**config.mk**
```make
export PLATFORM = sky130hd
export DESIGN_NAME = intersection_light_ctrl
export DESIGN_NICKNAME = d
export VERILOG_FILES = /design/src/rtl/intersection_light_ctrl.sv
export SDC_FILE = /design/constraint.sdc
export NUM_CORES = 1
export LEC_CHECK = 0
export BUFFER_PORTS_ARGS = -buffer_cell sky130_fd_sc_hd__buf_2
export CORE_UTILIZATION = 40
export CTS_CLUSTER_SIZE = 20
export DETAILED_ROUTE_END_ITERATION = 10
export MAX_ROUTING_LAYER = met4
export RECOVER_POWER = 50
export SYNTH_ARGS = -nofsm -noshare
export SYNTH_HDL_FRONTEND = slang
export SYNTH_SLANG_ARGS = --single-unit
```
**constraint.sdc**
```tcl
create_clock -name clk -period 2.75 [get_ports clk]
set_clock_uncertainty 0.1 [all_clocks]
set_input_delay 0.6875 -clock clk [delete_from_list [all_inputs] [get_ports clk]]
set_output_delay 0.6875 -clock clk [all_outputs]
set_load 0.01 [all_outputs]
```
**src/rtl/intersection_light_ctrl.sv**
```systemverilog
// ---------------------------------------------------------------------------
// intersection_light_ctrl
//
// Traffic-light controller for one intersection with NUM_DIR approaches.
// Only one approach is served at a time. The controller steps through the
// approaches in round-robin order and cycles each one through
// ALL_RED -> RED_YEL -> GREEN -> YELLOW.
//
// - Each phase has its own duration timer.
// - Optional demand mode: approaches with no request are skipped, and the
//   current green is held while no other approach is waiting.
// - When disabled, the controller sits in OFF and flashes yellow on all
//   approaches.
//
// Ports
//   clk        in   1        rising-edge clock
//   rst        in   1        synchronous reset, active-high
//   enable     in   1        1 = run the signal cycle, 0 = go to / stay in OFF
//   req        in   NUM_DIR  per-approach demand (level or single-cycle pulse)
//   red        out  NUM_DIR  red lamp per approach
//   yellow     out  NUM_DIR  yellow lamp per approach
//   green      out  NUM_DIR  green lamp per approach
//   state_out  out  3        OFF=0 ALL_RED=1 RED_YEL=2 GREEN=3 YELLOW=4
//   phase_out  out  IDX_W    approach owning RED_YEL/GREEN/YELLOW
//   pending    out  NUM_DIR  latched demand vector
// ---------------------------------------------------------------------------
module intersection_light_ctrl #(
    parameter int NUM_DIR   = 2,
    parameter int T_GREEN   = 8,
    parameter int T_YELLOW  = 2,
    parameter int T_RED_YEL = 1,
    parameter int T_ALL_RED = 1,
    parameter int T_FLASH   = 2,
    parameter int DEMAND    = 1,
    parameter int CNT_W     = 8,
    localparam int IDX_W    = (NUM_DIR > 2) ? $clog2(NUM_DIR) : 1
) (
    input  logic               clk,
    input  logic               rst,
    input  logic               enable,
    input  logic [NUM_DIR-1:0] req,
    output logic [NUM_DIR-1:0] red,
    output logic [NUM_DIR-1:0] yellow,
    output logic [NUM_DIR-1:0] green,
    output logic [2:0]         state_out,
    output logic [IDX_W-1:0]   phase_out,
    output logic [NUM_DIR-1:0] pending
);

    localparam logic [2:0] S_OFF     = 3'd0;
    localparam logic [2:0] S_ALL_RED = 3'd1;
    localparam logic [2:0] S_RED_YEL = 3'd2;
    localparam logic [2:0] S_GREEN   = 3'd3;
    localparam logic [2:0] S_YELLOW  = 3'd4;

    // A state of length T loads T-1 on entry and is left when the timer is 0.
    localparam logic [CNT_W-1:0] LD_GREEN   = CNT_W'(T_GREEN - 1);
    localparam logic [CNT_W-1:0] LD_YELLOW  = CNT_W'(T_YELLOW - 1);
    localparam logic [CNT_W-1:0] LD_RED_YEL = CNT_W'(T_RED_YEL - 1);
    localparam logic [CNT_W-1:0] LD_ALL_RED = CNT_W'(T_ALL_RED - 1);
    localparam logic [CNT_W-1:0] FLASH_LAST = CNT_W'(T_FLASH - 1);

    logic [2:0]         state_q,   state_d;
    logic [IDX_W-1:0]   phase_q,   phase_d;
    logic [NUM_DIR-1:0] pending_q, pending_d;
    logic [CNT_W-1:0]   timer_q,   timer_d;
    logic               flash_q,   flash_d;
    logic [NUM_DIR-1:0] red_q,     red_d;
    logic [NUM_DIR-1:0] yellow_q,  yellow_d;
    logic [NUM_DIR-1:0] green_q,   green_d;

    logic [NUM_DIR-1:0] phase_bit;
    logic [NUM_DIR-1:0] next_bit;
    logic               timer_zero;
    logic               others_pending;

    // Advance an approach index, wrapping at NUM_DIR (which need not be a
    // power of two).
    function automatic logic [IDX_W-1:0] inc_phase(input logic [IDX_W-1:0] p);
        inc_phase = (p == IDX_W'(NUM_DIR - 1)) ? '0 : p + IDX_W'(1);
    endfunction

    // Pick the approach to serve next.
    // - Demand mode: scan cur+1, cur+2, ... cyclically. The current approach
    //   itself is the last candidate checked.
    // - Fixed rotation, or demand mode with nothing pending: cur+1.
    function automatic logic [IDX_W-1:0] next_phase(input logic [IDX_W-1:0]   cur,
                                                    input logic [NUM_DIR-1:0] pend);
        logic [IDX_W-1:0] cand;
        logic             found;
        cand       = cur;
        found      = 1'b0;
        next_phase = inc_phase(cur);
        for (int k = 1; k <= NUM_DIR; k++) begin
            cand = inc_phase(cand);
            if (DEMAND != 0 && !found && pend[cand]) begin
                found      = 1'b1;
                next_phase = cand;
            end
        end
    endfunction

    assign phase_bit      = NUM_DIR'(1) << phase_q;
    assign timer_zero     = (timer_q == '0);
    assign others_pending = |(pending_q & ~phase_bit);

    always_comb begin
        state_d   = state_q;
        phase_d   = phase_q;
        timer_d   = timer_q;
        flash_d   = flash_q;
        pending_d = pending_q | req;

        case (state_q)
            S_OFF: begin
                if (enable) begin
                    state_d = S_ALL_RED;
                    timer_d = LD_ALL_RED;
                    flash_d = 1'b0;
                end else if (timer_q == FLASH_LAST) begin
                    // In OFF the timer counts up and marks flash half-periods.
                    timer_d = '0;
                    flash_d = ~flash_q;
                end else begin
                    timer_d = timer_q + CNT_W'(1);
                end
            end
            S_ALL_RED: begin
                if (!timer_zero) begin
                    timer_d = timer_q - CNT_W'(1);
                end else if (enable) begin
                    state_d = S_RED_YEL;
                    phase_d = next_phase(phase_q, pending_q);
                    timer_d = LD_RED_YEL;
                end else begin
                    state_d = S_OFF;
                    timer_d = '0;
                    flash_d = 1'b0;
                end
            end
            S_RED_YEL: begin
                if (!timer_zero) begin
                    timer_d = timer_q - CNT_W'(1);
                end else begin
                    state_d = S_GREEN;
                    timer_d = LD_GREEN;
                end
            end
            S_GREEN: begin
                // After the minimum green has run out, the timer sits at 0
                // and the leave decision is re-made every cycle.
                if (!timer_zero) begin
                    timer_d = timer_q - CNT_W'(1);
                end else if (!enable || DEMAND == 0 || others_pending) begin
                    state_d = S_YELLOW;
                    timer_d = LD_YELLOW;
                end
            end
            S_YELLOW: begin
                if (!timer_zero) begin
                    timer_d = timer_q - CNT_W'(1);
                end else begin
                    state_d = S_ALL_RED;
                    timer_d = LD_ALL_RED;
                end
            end
            default: begin
                state_d = S_OFF;
                timer_d = '0;
                flash_d = 1'b0;
            end
        endcase

        // The served approach's demand is dropped on GREEN entry and ignored
        // during GREEN. The phase does not change in either case, so
        // phase_bit is the right mask. The clear is applied after the set
        // above, so a clear in the same cycle wins.
        if (state_q == S_GREEN || state_d == S_GREEN) begin
            pending_d = pending_d & ~phase_bit;
        end
    end

    // Lamps are decoded from the next state so they are registered and line
    // up with state_out.
    assign next_bit = NUM_DIR'(1) << phase_d;

    always_comb begin
        red_d    = '0;
        yellow_d = '0;
        green_d  = '0;
        case (state_d)
            S_OFF:     yellow_d = {NUM_DIR{flash_d}};
            S_ALL_RED: red_d    = '1;
            S_RED_YEL: begin
                red_d    = '1;
                yellow_d = next_bit;
            end
            S_GREEN: begin
                red_d   = ~next_bit;
                green_d = next_bit;
            end
            S_YELLOW: begin
                red_d    = ~next_bit;
                yellow_d = next_bit;
            end
            default: ;
        endcase
    end

    always_ff @(posedge clk) begin
        if (rst) begin
            state_q   <= S_OFF;
            phase_q   <= '0;
            pending_q <= '0;
            timer_q   <= '0;
            flash_q   <= 1'b0;
            red_q     <= '0;
            yellow_q  <= '0;
            green_q   <= '0;
        end else begin
            state_q   <= state_d;
            phase_q   <= phase_d;
            pending_q <= pending_d;
            timer_q   <= timer_d;
            flash_q   <= flash_d;
            red_q     <= red_d;
            yellow_q  <= yellow_d;
            green_q   <= green_d;
        end
    end

    assign red       = red_q;
    assign yellow    = yellow_q;
    assign green     = green_q;
    assign state_out = state_q;
    assign phase_out = phase_q;
    assign pending   = pending_q;

endmodule

```
Word-level counts from Yosys, hierarchy flattened
Cells that the tools add are included.
{"block": "totals", "register_bits": 21, "word_cells": 85, "in_bits": 5, "output_inout_bits": 12}
{"block": "classes", "n_reduce_logical": 15, "mux": 37, "bitwise_logic": 7, "eq_ne": 10, "addsub": 4, "shifts": 2, "magnitude_cmp": 2}
{"operator": "$mux W8", "count": 6}
{"operator": "$pmux W8 S4", "count": 1}
{"operator": "$mux W1", "count": 18}
{"operator": "$mux W3", "count": 6}
{"operator": "$pmux W3 S5", "count": 1}
{"operator": "$eq A3 B2 Y1 const B", "count": 4}
{"operator": "$reduce_or A2 Y1", "count": 6}
{"operator": "$add A8 B1 Y8 const B", "count": 1}
{"operator": "$eq A8 B1 Y1 const B", "count": 1}
{"operator": "$logic_not A8 Y1", "count": 1}
{"operator": "$pmux W2 S2", "count": 2}
{"operator": "$sub A8 B1 Y8 const B", "count": 1}
{"operator": "$eq A3 B1 Y1 const B", "count": 2}
{"operator": "$eq A3 B3 Y1 const B", "count": 2}
{"operator": "$logic_not A3 Y1", "count": 2}
{"operator": "$and A2 B2 Y2", "count": 2}
{"operator": "$lt A1 B2 Y1 const B", "count": 2}
{"operator": "$mux W2", "count": 2}
{"operator": "$not A2 Y2", "count": 2}
{"operator": "$shl A1 B1 Y2 const A", "count": 2}
{"operator": "$ne A3 B3 Y1 const B", "count": 1}
{"operator": "$pmux W1 S3", "count": 1}
{"operator": "$reduce_or A3 Y1", "count": 1}
{"operator": "$add A1 B1 Y1 const B", "count": 2}
{"operator": "5 further kinds", "count": 8}

Depth between registers and ports, before layout
{"block": "depth", "word_depth": 17, "depth_mapped": 8, "depth_no_buf": 8}

Worst setup path before layout
No wires, ideal clock.
{"block": "synth_path", "path_type": "input to register", "start": "input port enable", "end": "register timer_q[7]", "n_path_buf": 0, "stages": 6, "arrival_time_ns": 1.818, "setup_time_ns": 0.079, "setup_slack_ns": 0.753, "t_required_ns": 2.571, "cell_sequence": "or4_4 -> a31oi_2 -> nand4_1 -> o21ai_1 -> nor2_1 -> a211oi_2"}
{"block": "synth_via", "elab_chain_len": 3, "word_cells_on_any_way": 5, "cone_classes": "eq/ne (1); mux (2); reduce/logical (2)"}
{"element": "start: declaration", "line": "40", "rtl": "input logic enable,"}
{"element": "$logic_not A1 Y1", "line": "154", "rtl": "end else if (!enable || DEMAND == 0 || others_pending) begin"}
{"element": "$logic_or A1 B1 Y1", "line": "154"}
{"element": "$ne A3 B3 Y1 (no source line)"}
{"element": "end signal: assignment", "line": "224", "rtl": "timer_q <= timer_d;"}
{"element": "end: declaration", "line": "66", "rtl": "logic [CNT_W-1:0] timer_q, timer_d;"}
Several ways; a longest one is shown, not always the timed one.
A chain may end at the register's enable or synchronous reset.

Final worst setup path
{"block": "layout_path", "start": "register timer_q[4]", "end": "register yellow_q[0], in the netlist yellow[0]"}
{"block": "layout_via", "elab_chain_len": 6, "word_cells_on_any_way": 19, "cone_classes": "eq/ne (3); shift (1); mux (12); reduce/logical (3)"}
{"element": "$logic_not A8 Y1", "line": "104", "rtl": "assign timer_zero = (timer_q == '0);"}
{"element": "$mux W3 (on tied branches)"}
{"element": "$pmux W3 S5", "line": "114", "rtl": "case (state_q)"}
{"element": "$eq A3 B3 Y1 or $eq A3 B2 Y1 (tied branches)", "line": "191", "rtl": "case (state_d)"}
{"element": "$reduce_or A2 Y1 (no source line)"}
{"element": "$pmux W2 S2 *", "line": "191"}
{"element": "end signal: assignment", "line": "227", "rtl": "yellow_q <= yellow_d;"}
{"element": "end: declaration", "line": "69", "rtl": "logic [NUM_DIR-1:0] yellow_q, yellow_d;"}
Mark *: on every way between the ends. The rest lies on a longest branch, timed or not.

==> flow_summary.json <==
{
  "slew_headroom": 0.484,
  "die_h_um": 57.5,
  "core_um2": 2830,
  "diodes": 0,
  "clock_sinks": 21,
  "rsz0062_at_grt": "no",
  "finalHoldViolCount": 0,
  "ios": 17,
  "port_buffers": 16,
  "antenna_found_initial": 0,
  "place_area_um2": 1340,
  "grt_pass1_vias": 1089,
  "die_area_um2": 3310,
  "clk_latency_ps": 310,
  "cts_tree": "yes",
  "dp.cells": 197,
  "cts_resized": 0,
  "fin_nets": 179,
  "status": "complete, no violations",
  "fin_crit_sh": 0.891,
  "synth_most_common_cell": "dfxtp_1",
  "grtUsageTotal": 0.194,
  "root_buffer": "clkbuf_4",
  "cts_buffer_depth": 2,
  "synth-edff-count": 0,
  "grt_pass1_wl_um": 4870,
  "cp.arrival_ps": 2560,
  "max_freq_mhz": 408,
  "syn_area_per_cell_um2": 8.06,
  "finalSetupViolCount": 0,
  "worst_r2r_path_depth": 6,
  "hold_class": "reg2reg",
  "stdcell_count": 201,
  "async_flop_share": 0,
  "crit_path_max_fanout": 8,
  "place.gp.congestion": 0.844,
  "grt_max_degree": 18,
  "initial_core_util": 0.436,
  "syn-cell-area_um2": 1230,
  "drt-initial-drc-count": 30,
  "ys_seq_elements": 21,
  "overflow": 0,
  "via_per_inst": 6.07,
  "yosys_warnings": 0,
  "synth_flop_cell": "dfxtp_1",
  "post_drt_wl_per_cell_um": 14.5,
  "slew_viol_final": 0,
  "rows": 19,
  "synth_nets": 161,
  "r2r_setup_slack_ps": 300,
  "synth_commonest_cells": "dfxtp_1 (21), nor2_1 (20), nand2_1 (14)",
  "drcViolationCount": 0,
  "critPathLaunchType": "flip-flop",
  "syn_inst": 153,
  "numCtsBuffers": 3,
  "die_x_um": 57.5,
  "synth-seq-area-share": 0.341,
  "clk_pin_slew_ps": 120,
  "synth_top_area_frac": 0.341,
  "postCtsHoldBufs": 0,
  "critPathRequiredTime_ps": 2860,
  "critPathCaptureType": "flip-flop",
  "antenna_left": 0,
  "drv_cap": 0,
  "synth_top_cell_by_area": "dfxtp_1",
  "synth_cell_types": 48,
  "vias": 1220,
  "h-tree-depth": 1,
  "drive_gt1_frac": 0.0941,
  "fin_setup_tns_ps": 0,
  "ys_top_cells_by_area": "dfxtp_1 (34%), nor2_1 (6.1%), a211oi_1 (4.3%)",
  "post-cts-setup-buffers": 0,
  "fin_util": 0.472,
  "area_growth_pct": 8.32,
  "ir_drop_v": 0.000477,
  "pwr_density_cell_nw_per_um2": 961,
  "finalPower_mw": 1.28,
  "drtPass1Iterations": 4,
  "leakagePower_nw": 0.498,
  "hold_depth": 1,
  "path_class": "reg2reg",
  "fin_crit_ps": 2450,
  "post-dp-hpwl_um": 2180,
  "stdcell_area_um2": 1340,
  "worst_pin_slew_ps": 770,
  "routed_wl_um": 2920
}
[routing by layer]
metal,vias to the layer above,GRT usage,part of all wire
met5,-,-,0
met4,0,0.0871,0.015
met3,8,0.0227,0.036
met2,30,0.292,0.44
met1,572,0.259,0.51
li1,610,-,-
[power breakdown]
| part | total (mW) | internal [mW] | switching [mW] |
|---|---|---|---|
| combinational | 0.677 | 0.268 | 0.409 |
| clock | 0.151 | 0.0543 | 0.0966 |
| sequential | 0.457 | 0.371 | 0.0864 |
[cells by family after synthesis]
family                     count (synthesis)  synth area share
muxes                                      1           0.00811
buffers and inverters                      8            0.0294
DFF                                       21             0.341
adders and majority gates                  3            0.0304
and+or+nand+nor                           70             0.307
AOI/OAI and AO/OA                         49             0.277
xor gates and xnor gates                   1           0.00710
[placed cells by master (no fill, tap or decap), types with 4 or more instances in the layout]
cell	Yosys	layout
o21a_1	4	4
inv_1	4	4
nor2_1	20	20
nand2b_1	4	4
dfxtp_1	21	21
buf_2	1	4
a21oi_1	8	8
nand2_1	14	14
nand3_1	6	6
o21ai_0	8	8
clkbuf_1	2	12
a211oi_1	7	7
[registers in the layout, indices dropped and copies added, names as in the netlist]
name and cells:
timer_q 8, state_out 3, green 2, pending 2, red 2, yellow 2
flash_q 1, phase_out 1
[final cells by class]
| class | instances | area [um^2] |
|---|---|---|
| fill | 289 | 1490 |
| multi-input combinational | 124 | 762 |
| sequential | 21 | 420 |
| timing repair buffer | 17 | 72.6 |
| tap | 31 | 38.8 |
| clock buffer | 3 | 22.5 |
| inverter | 4 | 15.0 |
| clock inverter | 1 | 5.00 |
[metrics by stage]
stage,hold WS [ps],worst slack [ps]
3_5_place_dp,421,426
4_1_cts,439,460
6_report,408,300
3_3_place_gp,405,416
2_1_floorplan,384,753
5_1_grt,430,96.8
[critical path: stages (launching register included)]
cell      delay (ps)
dfxtp_1          410
nor4_2           660
a31oi_1          450
o311ai_0         390
nand3_1          150
nand3_1          130
o21ai_1           70
[path summary, 6_finish.rpt]
path | to | start
hold reg to reg | timer_q[7] | timer_q[7]
setup / recovery | yellow[0] | timer_q[4]
hold / removal | timer_q[7] | timer_q[7]
setup reg to reg | yellow[0] | timer_q[4]
Power figures use the tool's default switching activity.
